### config.mk
export PLATFORM = sky130hd
export DESIGN_NAME = seg_scan_capture
export DESIGN_NICKNAME = d
export VERILOG_FILES = /design/src/rtl/seg_scan_capture.sv
export SDC_FILE = /design/constraint.sdc
export NUM_CORES = 1
export LEC_CHECK = 0
export BUFFER_PORTS_ARGS = -buffer_cell sky130_fd_sc_hd__buf_2
export CAP_MARGIN = 30
export CORE_UTILIZATION = 40
export CTS_CLUSTER_DIAMETER = 40
export DETAILED_ROUTE_END_ITERATION = 8
export GPL_TIMING_DRIVEN = 0
export SYNTH_ARGS = -nofsm -noshare
export SYNTH_HDL_FRONTEND = slang
export SYNTH_SLANG_ARGS = --single-unit
### constraint.sdc
create_clock -name clk -period 2.9 [get_ports clk]
set_input_delay 0.145 -clock clk [delete_from_list [all_inputs] [get_ports clk]]
set_output_delay 0.145 -clock clk [all_outputs]
set_load 0.05 [all_outputs]
### src/rtl/seg_scan_capture.sv
// Receive side of a scanned, active-low 7-segment display bus. Each digit's pattern is filtered
// for stability and decoded back to BCD. Complete frames are presented on a valid/ready interface.
module seg_scan_capture #(
    parameter int NUM_DIGITS    = 4,
    parameter int STABLE_CYCLES = 8
) (
    input  logic                    clk,
    input  logic                    rst_n,
    input  logic [7:0]              seg_in,
    input  logic [NUM_DIGITS-1:0]   an_in,
    output logic                    out_valid,
    input  logic                    out_ready,
    output logic [4*NUM_DIGITS-1:0] bcd_out,
    output logic [NUM_DIGITS-1:0]   dp_out,
    output logic [NUM_DIGITS-1:0]   err_out,
    output logic                    overrun
);

    localparam int            CW      = (STABLE_CYCLES > 2) ? $clog2(STABLE_CYCLES) : 1;
    localparam logic [CW-1:0] CNT_MAX = CW'(STABLE_CYCLES - 1);
    localparam logic [CW-1:0] CNT_ARM = CW'(STABLE_CYCLES - 2);

    typedef enum logic {SCAN, PRESENT} state_t;

    // {err, bcd}: blank is a legal pattern, anything unrecognised is flagged
    function automatic logic [4:0] decode7(input logic [6:0] s);
        case (s)
            7'h40:   decode7 = 5'h00;
            7'h79:   decode7 = 5'h01;
            7'h24:   decode7 = 5'h02;
            7'h30:   decode7 = 5'h03;
            7'h19:   decode7 = 5'h04;
            7'h12:   decode7 = 5'h05;
            7'h02:   decode7 = 5'h06;
            7'h78:   decode7 = 5'h07;
            7'h00:   decode7 = 5'h08;
            7'h10:   decode7 = 5'h09;
            7'h7F:   decode7 = 5'h0F;
            default: decode7 = 5'h1E;
        endcase
    endfunction

    logic [7:0]              seg_s1_q, seg_s1_d, seg_s2_q, seg_s2_d, seg_prev_q, seg_prev_d;
    logic [NUM_DIGITS-1:0]   an_s1_q, an_s1_d, an_s2_q, an_s2_d, an_prev_q, an_prev_d;
    logic [CW-1:0]           cnt_q, cnt_d;
    logic [NUM_DIGITS-1:0]   seen_q, seen_d;
    logic [4*NUM_DIGITS-1:0] work_bcd_q, work_bcd_d;
    logic [NUM_DIGITS-1:0]   work_dp_q, work_dp_d, work_err_q, work_err_d;
    state_t                  state_q, state_d;
    logic                    out_valid_q, out_valid_d;
    logic [4*NUM_DIGITS-1:0] bcd_out_q, bcd_out_d;
    logic [NUM_DIGITS-1:0]   dp_out_q, dp_out_d, err_out_q, err_out_d;
    logic                    overrun_q, overrun_d;

    logic [3:0]              low_cnt;
    logic                    sample_ok, same, cap, seen_clr, seen_full;
    logic [NUM_DIGITS-1:0]   cap_mask;
    logic [4:0]              dec;

    assign seen_full = &seen_q;

    always_comb begin
        seg_s1_d   = seg_in;
        an_s1_d    = an_in;
        seg_s2_d   = seg_s1_q;
        an_s2_d    = an_s1_q;
        seg_prev_d = seg_s2_q;
        an_prev_d  = an_s2_q;
    end

    // Stability filter and capture into the working slots
    always_comb begin
        low_cnt = '0;
        for (int i = 0; i < NUM_DIGITS; i++) begin
            low_cnt = low_cnt + {3'b000, ~an_s2_q[i]};
        end
        sample_ok = (low_cnt == 4'd1);
        same      = sample_ok && (seg_s2_q == seg_prev_q) && (an_s2_q == an_prev_q);

        if (!same)                cnt_d = '0;
        else if (cnt_q == CNT_MAX) cnt_d = cnt_q;
        else                      cnt_d = cnt_q + CW'(1);

        // fires only on the transition into saturation, so once per dwell
        cap      = same && (cnt_q == CNT_ARM);
        cap_mask = cap ? ~an_s2_q : '0;
        dec      = decode7(seg_s2_q[6:0]);

        work_bcd_d = work_bcd_q;
        work_dp_d  = work_dp_q;
        work_err_d = work_err_q;
        for (int i = 0; i < NUM_DIGITS; i++) begin
            if (cap_mask[i]) begin
                work_bcd_d[4*i +: 4] = dec[3:0];
                work_err_d[i]        = dec[4];
                work_dp_d[i]         = ~seg_s2_q[7];
            end
        end
    end

    // Frame FSM: accept takes priority over a simultaneous fill, which then loads next edge
    always_comb begin
        state_d     = state_q;
        out_valid_d = out_valid_q;
        bcd_out_d   = bcd_out_q;
        dp_out_d    = dp_out_q;
        err_out_d   = err_out_q;
        overrun_d   = overrun_q;
        seen_clr    = 1'b0;
        case (state_q)
            SCAN: begin
                if (seen_full) begin
                    bcd_out_d   = work_bcd_q;
                    dp_out_d    = work_dp_q;
                    err_out_d   = work_err_q;
                    out_valid_d = 1'b1;
                    seen_clr    = 1'b1;
                    state_d     = PRESENT;
                end
            end
            PRESENT: begin
                if (out_ready) begin
                    out_valid_d = 1'b0;
                    state_d     = SCAN;
                end else if (seen_full) begin
                    overrun_d = 1'b1;
                    seen_clr  = 1'b1;
                end
            end
            default: state_d = SCAN;
        endcase
        seen_d = (seen_clr ? '0 : seen_q) | cap_mask;
    end

    always_ff @(posedge clk or negedge rst_n) begin
        if (!rst_n) begin
            seg_s1_q    <= '1;
            seg_s2_q    <= '1;
            seg_prev_q  <= '1;
            an_s1_q     <= '1;
            an_s2_q     <= '1;
            an_prev_q   <= '1;
            cnt_q       <= '0;
            seen_q      <= '0;
            work_bcd_q  <= '0;
            work_dp_q   <= '0;
            work_err_q  <= '0;
            state_q     <= SCAN;
            out_valid_q <= 1'b0;
            bcd_out_q   <= '0;
            dp_out_q    <= '0;
            err_out_q   <= '0;
            overrun_q   <= 1'b0;
        end else begin
            seg_s1_q    <= seg_s1_d;
            seg_s2_q    <= seg_s2_d;
            seg_prev_q  <= seg_prev_d;
            an_s1_q     <= an_s1_d;
            an_s2_q     <= an_s2_d;
            an_prev_q   <= an_prev_d;
            cnt_q       <= cnt_d;
            seen_q      <= seen_d;
            work_bcd_q  <= work_bcd_d;
            work_dp_q   <= work_dp_d;
            work_err_q  <= work_err_d;
            state_q     <= state_d;
            out_valid_q <= out_valid_d;
            bcd_out_q   <= bcd_out_d;
            dp_out_q    <= dp_out_d;
            err_out_q   <= err_out_d;
            overrun_q   <= overrun_d;
        end
    end

    assign out_valid = out_valid_q;
    assign bcd_out   = bcd_out_q;
    assign dp_out    = dp_out_q;
    assign err_out   = err_out_q;
    assign overrun   = overrun_q;

endmodule
==> qor.txt <==
Status = completed
Pre-CTS WS = -0.479 ns
Final Slew Violations = 0
Layout cells sized above 1 = 0.521
Worst vdd ir = 0.000371 V
Vias in the first global route = 2090
Ant diodes = 0
Register-to-register setup slack = 0.04 ns
Final Skew = 0.00740 ns
Drt wl/cell = 14.3 um
Worst path buffer plus inverter count = 3
Top-count cell post-synth = dfrtp_1
Global route total overflow = 0
Post-synth top flop = dfrtp_1
Die Wd = 97.5 um
Pwr dens = 510 mW/mm^2
Reg2Reg Depth = 10
Post-Synth Adder-Cell Area = 0.0227
Worst-skew pair later-pin latency = 0.35 ns
Family with the most delay on the worst path = adder cells
Clk buf depth = 2
Top post-synthesis cells by count = dfrtp_1 (58), mux2_2 (40), dfstp_2 (36)
Post-Synth XOR/XNOR Area = 0.0336
DIE AREA = 0.00950 sq mm
Final worst slack = 0.0440 ns
Crit path max fanout = 6
Synth top area cells = dfrtp_1 (40%), dfstp_2 (26%), mux2_2 (12%)
Core area = 0.00876 sq mm
Cell variety after synth = 37
GR Util All Layers = 0.146
Vias/cell = 4.81
Final core utilization = 0.527
Nets = 348
Combinational family with the most area after synthesis = multiplexers
Detailed-route wire length = 6.28 mm
Syn. warnings = 0
Post-DP HPWL = 3.92 mm
CP cell instances = fa_1 -> inv_1 -> ha_2 -> ha_4 -> nor4b_4 -> nand4_1 -> buf_6 -> nor3_4 -> buf_12 -> mux2_4
Slew margin rel. = 0.590
Startpoint types = flop
HP Class = in -> async
Critical R2R Launch = an_prev_d[0]$_DFF_PN1_
Critical path required time = 3.14 ns
Via count = 2117
Core Rows = 34
Largest stage delay, worst path = 0.59 ns
CTS root buf = clkbuf_8
Final Hold Vio Count = 0
Syn Inst Count = 243
First-pass GRT wire length = 10.6 mm
Crit. path cell count = 10
Post-synthesis to final-layout area growth = 26.8%
# IOs = 41
CTS Buf Count = 9
Max H-tree Level = 3
Crit path DAT = 3.10 ns
Max cap viols = 0
Post-synth top area cell = dfrtp_1
Register bit total from synthesis = 94
Simple-gate share of the synthesized area = 0.0738
CTS tree = built
Setup-failing EPs final = 0
Measured slew at the worst slew-check pin = 0.609 ns
Drt drc = 0
Post-synthesis mux area share = 0.154
Crit path kind = reg -> reg
Pin count of the biggest net entering global routing = 57
CTS clk-pin slew, worst paths = 0.09 ns
Post-synth EDFFs = 0
Cell Area, Synth = 0.00364 sq mm
Initial drt markers = 77
CTS sink count = 94
Period utilization = 0.985
F_max = 350 MHz
Register area share after synthesis = 0.658
IO buf count = 40
RSZ-0062 raised after global routing = yes
Avg Inst Size Synth = 15.0 sq um
Gpl congestion = 0.796
1st-pass router iterations = 4
DRT antenna net count = 0
Post-Syn Nets = 264
Synth Area in Compound Gates = 0.0367
Yosys top cell area share = 0.398
Critical Path Sink Type = flop
Fin crit period = 2.86 ns
Pleak = 2.25 nW
Die Span Y = 97.5 um
CP max-delay cell = dfstp_2
FF-to-FF End = work_bcd_q[1]$_DFFE_PN0P_
Initial antenna violation count = 0
Post-synth ARST share = 1.00
Initial Utilization = 0.416
==> through the flow <==
step	power [mW]	setup TNS [ns]	area, sq um	hold slack (ns)	instances
floorplan	1.44	0	3640	-0.151	243
global placement	1.49	-10.06	3980	0.250	391
detailed placement	1.49	-10.65	4010	0.165	392
CTS	2.38	0	4470	0.302	431
global route	2.48	-1.79	4620	0.338	440
finish	2.36	0	4620	0.307	440
==> worst reg2reg max path: cells and delay by family (launching register included) <==
kind	cells	cell delay, ns
adder cells (fa/ha/maj)	3	0.78
buffers and inverters	3	0.42
flip-flops	1	0.59
multiplexers	1	0.30
AND/OR/NAND/NOR	3	0.64
==> worst max-delay path by stage <==
stage	endpoint	slack, ns	from
floorplan	work_bcd_q[0]$_DFFE_PN0P_	0.02	an_prev_d[1]$_DFF_PN1_
global placement	work_bcd_q[4]$_DFFE_PN0P_	-0.45	an_prev_d[1]$_DFF_PN1_
detailed placement	work_bcd_q[5]$_DFFE_PN0P_	-0.48	an_prev_d[1]$_DFF_PN1_
CTS	work_bcd_q[12]$_DFFE_PN0P_	0.007	an_prev_d[1]$_DFF_PN1_
global route	work_bcd_q[1]$_DFFE_PN0P_	-0.11	an_prev_d[0]$_DFF_PN1_
finish	work_bcd_q[1]$_DFFE_PN0P_	0.04	an_prev_d[0]$_DFF_PN1_
==> where the power goes <==
group          internal, mW  switching [mW]
Sequential             1.36          0.0137
Clock                 0.422           0.435
Combinational        0.0613          0.0716
==> cells by family after synthesis <==
| family | after synthesis |
|---|---|
| fa+ha+maj | 6 |
| xor+xnor | 14 |
| simple gates | 43 |
| mux | 49 |
| buf+inv | 18 |
| compound gates | 19 |
| flops | 94 |
==> per-layer routing <==
layer	share of wire	track usage	vias up
met5	0	0	-
met4	0.016	0.0679	0
met3	0.029	0.0388	7
met2	0.50	0.230	41
met1	0.45	0.188	1067
li1	-	-	1002
==> cell usage in the layout, fill, tap and decap left out, types with 2 or more instances in the layout <==
cell type      count
or3_1              3
inv_1              9
nor4_1             2
or3_4              2
clkbuf_1           6
nor3_4             4
nand4_1            3
mux2i_1            5
clkinvlp_4         2
mux2_4            14
mux2_2            30
a211oi_1           2
nor3_1             4
a21oi_1            5
xor2_1            14
buf_2             41
ha_1               3
buf_4             12
dlygate4sd3_1     14
a21o_1             6
buf_6              6
o21ai_0            2
nor2_1             8
buf_12             2
dfstp_2           36
nand2_1            6
dfrtp_1           58
clkbuf_8          10
nand3_1            2
or2_2              3
==> timing repair <==
action                     4_1_cts  5_1_grt
hold buffers                    14        0
resized for setup                4       19
hold endpoints to repair        44        0
gates cloned                     0        0
pin swaps                        5        8
setup endpoints to repair       28       24
buffers inserted                 9        9
==> final cells by class <==
cell class	instances	area [sq um]
Fill cell	745	4140
Buffer	9	45.0
Multi-Input combinational cell	131	1260
Clock buffer	11	141
Sequential cell	94	2400
Tap cell	108	135
Inverter	9	33.8
Clock inverter	5	58.8
Timing Repair Buffer	73	549
==> flip-flops by register name, indices dropped and copies added, names as in the netlist, 8 cells and up <==
register / count
seg_prev_d: 8
seg_prev_q: 8
bcd_out: 16
seg_s1_q: 8
work_bcd_q: 16
Note: power is estimated with default switching activity, not from simulation.
